$ cat src/rtl/ram8.sv
// Eight-word synchronous register file: 3-level load demux (MSB first) and 3-level read mux (LSB first).
// Optional write-through read path enabled by defining RAM8_BYPASS_EN.
module ram8 #(
    parameter int unsigned WIDTH = 16
) (
    input  logic             clk,
    input  logic             reset,
    input  logic [WIDTH-1:0] in,
    input  logic             load,
    input  logic [2:0]       address,
    output logic [WIDTH-1:0] out
);

    logic [1:0]       dmx_l1;
    logic [3:0]       dmx_l2;
    logic [7:0]       en;
    logic [WIDTH-1:0] word_q [8];
    logic [WIDTH-1:0] word_d [8];
    logic [WIDTH-1:0] mux_l1 [4];
    logic [WIDTH-1:0] mux_l2 [2];
    logic [WIDTH-1:0] rd_data;

    // Each level ANDs with its parent, so load=0 keeps every enable low even with X on address.
    assign dmx_l1[0] = load & ~address[2];
    assign dmx_l1[1] = load &  address[2];

    genvar g;
    generate
        for (g = 0; g < 2; g++) begin : g_dmx_l2
            assign dmx_l2[2*g]   = dmx_l1[g] & ~address[1];
            assign dmx_l2[2*g+1] = dmx_l1[g] &  address[1];
        end
        for (g = 0; g < 4; g++) begin : g_dmx_l3
            assign en[2*g]   = dmx_l2[g] & ~address[0];
            assign en[2*g+1] = dmx_l2[g] &  address[0];
        end
    endgenerate

    always_comb begin
        for (int unsigned k = 0; k < 8; k++) begin
            word_d[k] = word_q[k];
            if (en[k]) begin
                word_d[k] = in;
            end
        end
    end

    always_ff @(posedge clk) begin
        if (reset) begin
            for (int unsigned k = 0; k < 8; k++) begin
                word_q[k] <= '0;
            end
        end else begin
            for (int unsigned k = 0; k < 8; k++) begin
                word_q[k] <= word_d[k];
            end
        end
    end

    generate
        for (g = 0; g < 4; g++) begin : g_mux_l1
            assign mux_l1[g] = address[0] ? word_q[2*g+1] : word_q[2*g];
        end
        for (g = 0; g < 2; g++) begin : g_mux_l2
            assign mux_l2[g] = address[1] ? mux_l1[2*g+1] : mux_l1[2*g];
        end
    endgenerate

    assign rd_data = address[2] ? mux_l2[1] : mux_l2[0];

`ifdef RAM8_BYPASS_EN
    always_comb begin
        out = rd_data;
        if (reset) begin
            out = '0;
        end else if (load) begin
            out = in;
        end
    end
`else
    assign out = rd_data;
`endif

endmodule

$ cat config.mk
export PLATFORM = sky130hd
export DESIGN_NAME = ram8
export DESIGN_NICKNAME = d
export VERILOG_FILES = /design/src/rtl/ram8.sv
export SDC_FILE = /design/constraint.sdc
export NUM_CORES = 1
export LEC_CHECK = 0
export CAP_MARGIN = 40
export CORE_MARGIN = 1
export CORE_UTILIZATION = 40
export CTS_CLUSTER_DIAMETER = 200
export DETAILED_ROUTE_END_ITERATION = 10
export RECOVER_POWER = 25
export SLEW_MARGIN = 40
export SYNTH_ARGS = -nofsm -noshare
export SYNTH_HDL_FRONTEND = slang
export SYNTH_SLANG_ARGS = --single-unit
$ cat constraint.sdc
create_clock -name clk -period 1.7 [get_ports clk]
set_input_delay 0.17 -clock clk [delete_from_list [all_inputs] [get_ports clk]]
set_output_delay 0.17 -clock clk [all_outputs]
set_load 0.1 [all_outputs]
# ---- After elaboration in Yosys (flattened, before gate mapping)
# Memories as Yosys holds them, arrays and structs flattened.
# Cells that the tools add are included.
dict set report op_classes {
  muxes 26
  n_bitwise 25
}
# cell n
set op_table {}
lappend op_table {{2-to-1 mux 16 bit} 23}
lappend op_table {{AND 1 bit} 14}
lappend op_table {{OR 1 bit} 8}
lappend op_table {{2-to-1 mux 1 bit} 3}
lappend op_table {{NOT 1 bit} 3}
dict set report totals {
  regBits 0
  ramBits 128
  input_bits 22
  out_inout_bits 16
  word_cells 52
  memories 1
}
# memory words word_bits rd rd_ports_with_merged_regs write_ports line_no
set mem_list {}
lappend mem_list {word_q 8 16 8 0 8 17} ;# logic [WIDTH-1:0] word_q [8];

# ---- Logic depth before layout (Yosys ltp)
dict set report depth {
  depth_word 6
  depth_mapped 7
  mapped_depth_nobuf 3
}

# ---- Least setup slack after synthesis
# OpenSTA, ideal clock, no wires.
dict set report synth_timing {
  kind {in2out}
  startpoint {in address[0]}
  endpoint {out out[15]}
  arrival_ns 1.585
  required_time_ns 1.530
  setup_slack_ns -0.055
  cell_stages 6
  n_path_buf 4
  cell_sequence {buf_6 > buf_12 > buf_6 > buf_2 > mux4_2 > mux2_2}
}
dict set report synth_between {
  elab_chain_cells 3
  elab_cells_between_ends 7
  cone_classes {mux: 7}
}
# item line_no
set synth_lines {}
lappend synth_lines {{from (decl)} 10} ;# input logic [2:0] address,
lappend synth_lines {{2-to-1 mux 16 bit} 62} ;# assign mux_l1[g] = address[0] ? word_q[2*g+1] : word_q[2*g];
lappend synth_lines {{2-to-1 mux 16 bit} 65} ;# assign mux_l2[g] = address[1] ? mux_l1[2*g+1] : mux_l1[2*g];
lappend synth_lines {{2-to-1 mux 16 bit (*)} 69} ;# assign rd_data = address[2] ? mux_l2[1] : mux_l2[0];
lappend synth_lines {{to (decl)} 11} ;# output logic [WIDTH-1:0] out
# Every way passes the cells marked *; elsewhere a longest branch is shown, timed or not.

==> results.yml <==
synthesis:
  synth-edff-count: 0
  synth_top_family_by_area: "simple AND/OR/NAND/NOR gates"
  netlist_instances: 647
  yosysWarnings: 0
  synthTopCellsByArea: "dfxtp_1 45%, nand2_1 17%, mux4_2 13%"
  yosysMostFrequentCell: "nand2_1"
  synth_nets: 669
  syn-cell-area_um2: 5650
  yosysTopAreaCell: "dfxtp_1"
  synth-compound-area-share_pct: 11.3
  synth-async-reset-ratio_pct: 0
  synth_xor_xnor_area_share_pct: 0
  synthMuxAreaShare_pct: 16.0
  yosysTopAreaCellShare_pct: 45.4
  ys_seq_elements: 128
  yosys.area_share.simple_pct: 20.0
  synth_fa_ha_area_share_pct: 0
  seq_area_frac_synth_pct: 45.4
  netlist_top_cells_count: "256 x nand2_1, 128 x a21oi_1, 128 x dfxtp_1, 32 x clkbuf_1, 32 x mux4_2"
  avgSynthCellArea_um2: 8.73
  ys_types: 20
  synth_flop_cell: "dfxtp_1"
clock_tree:
  holdBufCountCts: 0
  clkTransAtPathRegs_ps: 60
  cts_htree_levels: 4
  insertion_delay_ps: 420
  cts_buffers: 17
  cts_tree: "done"
  cts_max_path_buffers: 2
  cts_sinks: 128
  cts-root-buf: "clkbuf_16"
flow_run:
  cap_violations: 0
timing:
  rsz0062_at_grt: "yes"
  fin_crit_sh_pct: 110
  setup_viol: 16
  final_max_slew_viol_count: 0
  worstMarginPinSlew_ps: 568
  setup_ws_ps: -164
  fmax_mhz: 536
  hold_viol: 0
  relSlewSlack_pct: 62.1
  skew_ps: 0
  min_period_ps: 1860
floorplan:
  io-pin-count: 38
  die_width_um: 121
  start_util_pct: 40.8
  core-area_um2: 13800
  rows: 43
  die_area_um2: 14600
  die_h_um: 121
route:
  drcViolationCount: 0
  vias: 4756
  post_drt_wl_per_cell_um: 17.9
  drtAntennaViolNets: 0
  routed_via_density: 5.39
  wirelength_um: 15800
  drt_iter0_markers: 369
  dr.pass1.iters: 5
global_route:
  grt_pass1_vias: 4853
  grt_pass1_wl_um: 25500
  track_usage_pct: 23.5
  antenna_found_initial: 0
  grt-ovfl-total: 0
  grt_max_degree: 129
finish:
  final_cell_count_no_fill: 883
  fillers: 1222
  reg.largest.list: "word_q (128)"
  diodes: 0
  area_growth_pct: 27.8
  drive_above_1_share_pct: 25.3
  nNetsFinal: 712
  largest-register: "word_q"
  largest_register_ffs: 128
  seq_area_um2: 2590
  multiInputGateArea_um2: 2730
pwr:
  power.leakage_nw: 2.55
  p_clk_share_pct: 52.6
  powerDensity_nw_per_um2: 1100
  vdd_drop_max_mv: 0.753
  p_comb_share_pct: 8.4
  p_sw_mw: 1.79
  pwr-share-seq_pct: 39.0
  swShare_pct: 22.5
  p_int_mw: 6.17
critical_path:
  crit_path_end: "out[8]"
  cp.arrival_ps: 1690
  startpoint_type: "flip-flop"
  reg2reg_setup_slack_ps: 1010
  rr_worst_depth: 3
  worst-setup-path-type: "flip-flop to output port"
  critPathSlowestCell: "mux4_2"
  worstPathCellList: "mux4_2 > mux2_4 > buf_12"
  max_stage_delay_ps: 490
  crit_start: "word_q[1][56]$_SDFFE_PP0P_"
  cp_max_fo: 2
  crit_buf_inv: 1
  worstPathRequired_ps: 1530
  path_delay_family: "multiplexers"
  r2r-start: "word_q[1][55]$_SDFFE_PP0P_"
  worst-path-stages: 3
  r2r-end: "word_q[1][55]$_SDFFE_PP0P_"
  cp-end-kind: "output port"
hold_path:
  min_from: "reset"
  hold_path.class: "input pin to flip-flop"
placed_design:
  place_ws_ps: -70.9
  hpwl_um: 10600
  numPortBuffers: 37
  routabilityCongestion: 0.830
  dp_cells: 848
run_status:
  violations: "negative setup slack"
  status: "finished with violations"
==> worst min path at each step <==
stage / to / cells after the start
after floorplan: word_q[0][16]$_SDFFE_PP0P_ / 2
after global placement: word_q[1][37]$_SDFFE_PP0P_ / 2
after detailed placement: word_q[1][18]$_SDFFE_PP0P_ / 2
after CTS: word_q[0][29]$_SDFFE_PP0P_ / 3
after global routing: word_q[0][25]$_SDFFE_PP0P_ / 3
final: word_q[0][29]$_SDFFE_PP0P_ / 3
==> per-stage QoR <==
step	power [mW]	utilization (%)	TNS, ps	hold WS (ps)	area [um^2]
after detailed placement	3.84	47.0	-585	446	6500
after floorplan	3.60	-	0	433	5690
after CTS	8.02	52.4	-2580	317	7240
final	7.96	52.2	-2300	306	7220
after global routing	8.20	52.2	-5040	322	7220
after global placement	3.82	47.0	-164	438	6500
==> cells in the final DEF, fill, tap and decap left out, drive strengths merged <==
cell	instances
mux2	16
or4b	1
nand4b	3
clkinvlp	3
buf	72
nor4bb	2
clkbuf	25
and4bb	1
bufinv	6
and4b	3
nand4bb	3
clkinv	4
nand2	256
nor4b	1
dfxtp	128
a21oi	128
mux4	32
nand4	1
and4	1
clkdlybuf4s50	17
==> per-layer routing <==
metal  track usage [%]  part of all wire (%)  vias up
met5                 0                     0        -
met3              4.81                   4.3       38
met4              12.3                   3.7        0
li1                  -                     -     2254
met2              37.4                    48      124
met1              29.9                    44     2340
==> worst min-delay path: cells and delay by family <==
family,cells,cell delay [ps]
buffers and inverters,2,350
AOI/OAI and AO/OA,1,160
==> power by group through the flow <==
| stage | logic, mW | registers, mW | clock network (mW) |
|---|---|---|---|
| 4_1_cts | 0.682 | 3.10 | 4.24 |
| 5_1_grt | 0.716 | 3.11 | 4.38 |
| 3_5_place_dp | 0.673 | 3.16 | 0 |
| 3_3_place_gp | 0.659 | 3.16 | 0 |
| 2_1_floorplan | 0.450 | 3.15 | 0 |
| 6_report | 0.671 | 3.10 | 4.19 |
==> layout make-up <==
| type | instances | area share [%] |
|---|---|---|
| well taps | 180 | 3.12 |
| multi-input cells | 448 | 37.9 |
| repair buffers | 95 | 13.6 |
| clock buffers | 19 | 6.27 |
| flip-flops and latches | 128 | 35.9 |
| clock inverters | 13 | 3.24 |
==> logic make-up after synthesis <==
logic type	after synthesis
buffers and inverters	71
multiplexers	48
flip-flops	128
AO/OA/AOI/OAI	128
AND/OR/NAND/NOR	272
==> timing repair <==
item,4_1_cts,5_1_grt
setup endpoints to repair,16,16
setup buffers,2,1
gates resized for setup,16,13
No activity file was read; power rests on OpenSTA's default activity.
